**config.mk**
```make
export PLATFORM = sky130hd
export DESIGN_NAME = fetch_stage
export DESIGN_NICKNAME = d
export VERILOG_FILES = /design/src/rtl/fetch_pkg.sv /design/src/rtl/ifid_reg.sv /design/src/rtl/fetch_stage.sv
export SDC_FILE = /design/constraint.sdc
export NUM_CORES = 1
export LEC_CHECK = 0
export CAP_MARGIN = 20
export CELL_PAD_IN_SITES_DETAIL_PLACEMENT = 1
export CELL_PAD_IN_SITES_GLOBAL_PLACEMENT = 1
export CORE_MARGIN = 2
export CORE_UTILIZATION = 40
export DETAILED_ROUTE_END_ITERATION = 10
export HOLD_SLACK_MARGIN = 0.03
export PLACE_DENSITY = 0.92
export RECOVER_POWER = 100
export SLEW_MARGIN = 25
export SYNTH_ARGS = -nofsm -noshare
export SYNTH_HDL_FRONTEND = slang
export SYNTH_SLANG_ARGS = --single-unit
```
**constraint.sdc**
```tcl
create_clock -name clk -period 20.4 [get_ports clk]
set_clock_uncertainty 0.2 [all_clocks]
set_input_delay 5.1 -clock clk [delete_from_list [all_inputs] [get_ports clk]]
set_output_delay 5.1 -clock clk [all_outputs]
set_load 0.01 [all_outputs]
```
**src/rtl/fetch_pkg.sv**
```systemverilog
// fetch_pkg: shared FSM states, jump select codes and helpers for the fetch stage.
package fetch_pkg;

    typedef enum logic [1:0] {
        S_REQ   = 2'd0,
        S_HELD  = 2'd1,
        S_REDIR = 2'd2
    } state_t;

    localparam logic [1:0] JMP_SEQ = 2'b00;
    localparam logic [1:0] JMP_ABS = 2'b01;
    localparam logic [1:0] JMP_FWD = 2'b10;

    localparam logic [31:0] NOP_INSTR_DEFAULT = 32'h0000_0000;

    function automatic logic [31:0] align4(input logic [31:0] a);
        return {a[31:2], 2'b00};
    endfunction

endpackage

```
**src/rtl/ifid_reg.sv**
```systemverilog
// ifid_reg: IF/ID pipeline register; squash wins over load, no load means hold.
module ifid_reg
    import fetch_pkg::*;
#(
    parameter logic [31:0] NOP_INSTR = NOP_INSTR_DEFAULT
) (
    input  logic        clk,
    input  logic        reset,
    input  logic        load,
    input  logic        squash,
    input  logic [31:0] next_instr,
    input  logic [31:0] next_pc4,
    output logic [31:0] instr,
    output logic [31:0] pc4,
    output logic        valid
);

    always_ff @(posedge clk or posedge reset) begin
        if (reset) begin
            instr <= NOP_INSTR;
            pc4   <= '0;
            valid <= 1'b0;
        end else if (squash) begin
            instr <= NOP_INSTR;
            pc4   <= '0;
            valid <= 1'b0;
        end else if (load) begin
            instr <= next_instr;
            pc4   <= next_pc4;
            valid <= 1'b1;
        end
    end

endmodule

```
**src/rtl/fetch_stage.sv**
```systemverilog
// fetch_stage: PC register, next-PC select, ready-based imem handshake and IF/ID loading.
module fetch_stage
    import fetch_pkg::*;
#(
    parameter logic [31:0] RESET_PC  = 32'h0000_0000,
    parameter logic [31:0] NOP_INSTR = NOP_INSTR_DEFAULT
) (
    input  logic        clk,
    input  logic        reset,
    input  logic [31:0] pc_4,
    input  logic [1:0]  jump,
    input  logic [31:0] jump_add,
    input  logic [31:0] jump_forward_add,
    input  logic        stall,
    input  logic        flush,
    output logic        imem_req,
    output logic [31:0] imem_addr,
    input  logic [31:0] imem_rdata,
    input  logic        imem_ready,
    output logic [31:0] pc,
    output logic [31:0] ifid_instr,
    output logic [31:0] ifid_pc4,
    output logic        ifid_valid
);

    state_t      state, next_state;
    logic [31:0] next_pc, target, redirect_pending, hold_instr, hold_pc4;
    logic [31:0] load_instr, load_pc4;
    logic        redirect, load, bubble, capture, pend_set;

    assign redirect  = (jump != JMP_SEQ) && !stall;
    assign target    = align4((jump == JMP_FWD) ? jump_forward_add : jump_add);
    assign imem_req  = !reset && (state != S_HELD);
    assign imem_addr = pc;

    always_comb begin
        next_state = state;
        next_pc    = pc;
        load       = 1'b0;
        bubble     = 1'b0;
        capture    = 1'b0;
        pend_set   = 1'b0;
        load_instr = imem_rdata;
        load_pc4   = pc_4;
        case (state)
            S_REQ: begin
                if (imem_ready) begin
                    if (redirect) begin
                        bubble  = 1'b1;
                        next_pc = target;
                    end else if (stall) begin
                        capture    = 1'b1;
                        next_state = S_HELD;
                    end else begin
                        load    = 1'b1;
                        next_pc = pc_4;
                    end
                end else if (redirect) begin
                    pend_set   = 1'b1;
                    next_state = S_REDIR;
                end
            end
            S_HELD: begin
                if (!stall) begin
                    next_state = S_REQ;
                    if (redirect) begin
                        bubble  = 1'b1;
                        next_pc = target;
                    end else begin
                        load       = 1'b1;
                        load_instr = hold_instr;
                        load_pc4   = hold_pc4;
                        next_pc    = pc_4;
                    end
                end
            end
            S_REDIR: begin
                // the in-flight word is wrong-path; drop it and take the latched target
                if (imem_ready) begin
                    bubble     = 1'b1;
                    next_pc    = redirect_pending;
                    next_state = S_REQ;
                end
            end
            default: next_state = S_REQ;
        endcase
    end

    always_ff @(posedge clk or posedge reset) begin
        if (reset) begin
            state            <= S_REQ;
            pc               <= RESET_PC;
            redirect_pending <= '0;
            hold_instr       <= '0;
            hold_pc4         <= '0;
        end else begin
            state <= next_state;
            pc    <= next_pc;
            if (pend_set)
                redirect_pending <= target;
            if (capture) begin
                hold_instr <= imem_rdata;
                hold_pc4   <= pc_4;
            end
        end
    end

    ifid_reg #(.NOP_INSTR(NOP_INSTR)) u_ifid (
        .clk        (clk),
        .reset      (reset),
        .load       (load),
        .squash     (flush || bubble),
        .next_instr (load_instr),
        .next_pc4   (load_pc4),
        .instr      (ifid_instr),
        .pc4        (ifid_pc4),
        .valid      (ifid_valid)
    );

endmodule
```
# Word-level counts from Yosys, hierarchy flattened

Index checks and enable logic that the tools add are counted.

Bits of input ports: 135
Register bits after elaboration: 193

Reductions and logical operators: 11
Equal/unequal tests: 11
Muxes and demuxes: 44

Operators by type and width:

| cell                                                 | number |
|---|---|
| two-way mux 32 bit                                   | 17 |
| case mux 32 bit (3 select lines)                     | 1 |
| two-way mux 1 bit                                    | 17 |
| two-way mux 2 bit                                    | 6 |
| != test 3 bit (second input constant)                | 4 |
| AND reduction 5 bit                                  | 2 |
| != test 2 bit (second input constant)                | 3 |
| case mux 2 bit (3 select lines)                      | 1 |
| equality test 2 bit (second input constant)          | 2 |
| nonzero test 2 bit                                   | 2 |
| case mux 1 bit (3 select lines)                      | 1 |
| nonzero test 3 bit                                   | 1 |
| equality test 2 x 1 -> 1 bit (second input constant) | 1 |
| logical AND 1 bit                                    | 2 |
| logical NOT 1 bit                                    | 2 |
| logical NOT 2 bit                                    | 1 |
| != test 2 x 1 -> 1 bit (second input constant)       | 1 |
| case mux 1 bit (2 select lines)                      | 1 |
| logical OR 1 bit                                     | 1 |

# Logic depth before layout (Yosys ltp)

Depth in word-level cells: 7
Depth in mapped cells: 7
Depth with buffers taken out: 4

# Cells and area by module

From an unflattened synthesis, not the netlist that was laid out.

Cells, all modules: 764
Area, all modules: 9,266.4 um2

Modules (own cells, without submodules):

| module      | cells each | area each (um2) | times used |
|---|---|---|---|
| fetch_stage | 554        | 6,626.4         | 1 |
| ifid_reg    | 210        | 2,640.0         | 1 |

# Worst setup path before layout

Ideal clock, no wire load.

Kind: input -> output
Start point: in reset
End point: out imem_req
Data arrival time: 5.299 ns
Setup slack: 9.801 ns
Stages on the path: 1
Buffers on the path: 0
Required time: 15.100 ns
Path through: a21oi_1

Longest elaborated chain between the ends: 2

Ends and longest elaborated chain:

| element                     | RTL line          | source |
|---|---|---|
| start, declared             | fetch_stage.sv:9  | `input logic reset,` |
| logical NOT 1 bit (no line) | -                 |  |
| logical AND 1 bit           | fetch_stage.sv:33 | `assign imem_req = !reset && (state != S_HELD);` |
| end, declared               | fetch_stage.sv:16 | `output logic imem_req,` |

No other way between the ends.

==> flow_summary.toml <==
[run_status]
status = "finished, violations left"
violations = "capacitance limit, slew limit"

[die]
coreArea_um2 = 22430
io_pins = 265
die_w_um = 154.7
die_h_um = 154.7
die_area_um2 = 23940
start_util_pct = 40.50
num_rows = 55

[critical_path]
cpPeakStageDelay_ns = 3.10
crit_slowest_cell = "clkinvlp_2"
critPathRequiredTime_ns = 19.90
path_cells = "dlygate4sd3_1 > clkinvlp_2 > clkbuf_1"
worstSetupStartpoint = "reset"
worstSetupStartpointType = "input port"
arrival_ns = 11.70
ff2ff_path_depth = 6
critPathCaptureType = "asynchronous set/reset pin"
rr_endpoint = "u_ifid.instr[12]$_DFFE_PP0P_"
rr_startpoint = "state[0]$_DFFE_PP0P_"
critPathMaxFanout = 125
path_class = "in2async"
r2r_slack_ns = 14.31

[cts]
numCtsBuffers = 17
cts_root_buffer = "clkbuf_16"
cts_hold_buf = 0
clkTransAtPathRegs_ns = 0.07
cts_tree = "done"
clockBufferDepth = 2
cts_resized = 0
cts_max_level = 4
post-cts-setup-buffers = 0
clk-insertion-delay-late_ns = 0.42
cts.sinks = 193

[global_routing]
grt_max_degree = 126
antenna_found_initial = 3
track_usage_pct = 23.67
grt_pass1_wl_um = 43790
overflow = 0
grt_pass1_vias = 7761

[logic_synthesis]
synth_top_family_by_area = "multiplexers"
synthMuxAreaShare_pct = 23.30
yosys_warnings = 0
yosys.area_share.simple_pct = 5.040
synth_nets = 881
synth_seq_area_share_pct = 53.15
synthCells = 746
synth_xor_area_share_pct = 0
yosys_register_bits = 193
synthAdderAreaFrac_pct = 0
avgSynthCellArea_um2 = 12.18
synth_cell_types = 28
synth-compound-area-share_pct = 11.88
synth.cell_area_um2 = 9086

[cells_and_area]
syn_to_final_growth_pct = 33.54
layout.nets = 1085
final_cells = 1249
drive_gt1_share_pct = 14.85
design_area_um2 = 12130

[timing]
relSlewSlack_pct = -277.9
setup_viol = 0
worstMarginPinSlew_ns = 5.638
hold_viol = 0
period_share_pct = 59.79
fmax_mhz = 81.99
fin_crit_ns = 12.20
hold_slack_ns = 0.2840
drv_slew = 364
final.setup.tns_ns = 0
rsz0062_at_grt = "false"

[min_path]
hold_start = "hold_pc4[10]$_DFFE_PP0P_"
holdPathStages = 1
min_to = "hold_pc4[10]$_DFFE_PP0P_"
hold_class = "reg2reg"

[placement]
place_area_um2 = 11590
gp_congestion = 0.7437
dp_cells = 1215
io_buffers = 260
dp_hpwl_um = 18310

[route]
routed_wl_um = 27530
via_per_inst = 5.500
firstDrtPassIters = 5
drt-initial-drc-count = 290
vias = 6869
drc = 0
wl_per_cell_um = 22.04
ant_nets = 0

[power]
power_w = 0.001123
peakVddDrop_v = 0.00005126
p_per_area_nw_per_um2 = 92.57
power_leakage_nw = 5.124

[job]
drv_cap = 7
## synthesized netlist by cell type, drive strengths merged
cell,instances,area (µm²)
a211o,1,8.760
a22o,2,17.52
and2,1,6.260
buf,76,541.8
nand2,1,3.750
o211ai,1,7.510
o21ai,32,160.2
nor2b,4,27.53
dfrtp,193,4830
nor4,1,21.27
nand2b,1,6.260
mux2,188,2117
a211oi,2,15.01
nor2,99,379.1
inv,2,7.510
a22oi,94,705.7
and3b,1,8.760
clkbuf,14,52.55
nor3,1,5.000
o21ba,1,10.01
a21oi,31,155.2
## cell usage in the layout (no fill, tap or decap), drive strengths merged, types with 3 or more instances in the layout
cell / Yosys / routed
clkdlybuf4s50: 0 / 125
buf: 76 / 10
mux2: 188 / 188
a22oi: 94 / 94
dlygate4sd3: 0 / 134
clkbuf: 14 / 25
clkinvlp: 0 / 6
o21ai: 32 / 32
inv: 2 / 5
nor2b: 4 / 4
dfrtp: 193 / 193
bufinv: 0 / 3
nor2: 99 / 99
a21oi: 31 / 31
## cell type report
cell class,count,area (µm²)
Timing Repair Buffer,275,2685
Inverter,2,8.758
Antenna cell,1,2.502
Clock buffer,19,432.9
Clock inverter,13,178.9
Fill cell,2302,10300
Tap cell,285,356.6
Sequential cell,193,4833
Multi-Input combinational cell,461,3636
## power breakdown
part	total, W	switching [W]	internal [W]
registers	0.000501	0.0000441	0.000457
logic	0.000271	0.000125	0.000146
clock network	0.000351	0.000155	0.000196
## logic make-up after synthesis
| family | count (synthesis) |
|---|---|
| flip-flops | 193 |
| multiplexers | 188 |
| AO/OA/AOI/OAI | 164 |
| AND/OR/NAND/NOR | 109 |
| buffers and inverters | 92 |
## metrics by stage
stage                     util (%)  setup WS (ns)
final                        54.09          8.203
after global routing         54.09          6.771
after CTS                    54.39          8.775
after detailed placement     51.67          8.773
after global placement       51.65          8.783
after floorplan                  -          9.801
## registers in the layout, summed over array words and instances, names as in the netlist
name,cells
hold_instr,32
hold_pc4,32
imem_addr,32
redirect_pending,30
state,2
u_ifid.instr,32
u_ifid.pc4,32
u_ifid.valid,1
## critical path, delay by kind of cell
kind	cells	cell delay [ns]
buffers and inverters	3	6.42
## how the worst max path moves through the flow
| stage | endpoint | cells after the start | slack, ns |
|---|---|---|---|
| 3_5_place_dp | imem_req | 3 | 8.77 |
| 3_3_place_gp | imem_req | 3 | 8.78 |
| 5_1_grt | redirect_pending[29]$_DFFE_PP0P_ | 3 | 6.77 |
| 4_1_cts | imem_req | 3 | 8.78 |
| 2_1_floorplan | imem_req | 1 | 9.80 |
| 6_report | imem_addr[24]$_DFFE_PP0P_ | 3 | 8.20 |
## metal layers
metal	GRT usage (%)	vias to the layer above	wire, µm
met3	8.126	28	2097
met4	4.894	4	323
met5	0	-	26
li1	-	3059	-
met2	42.18	221	14050
met1	27.76	3557	11040
Power figures use the tool's default switching activity.
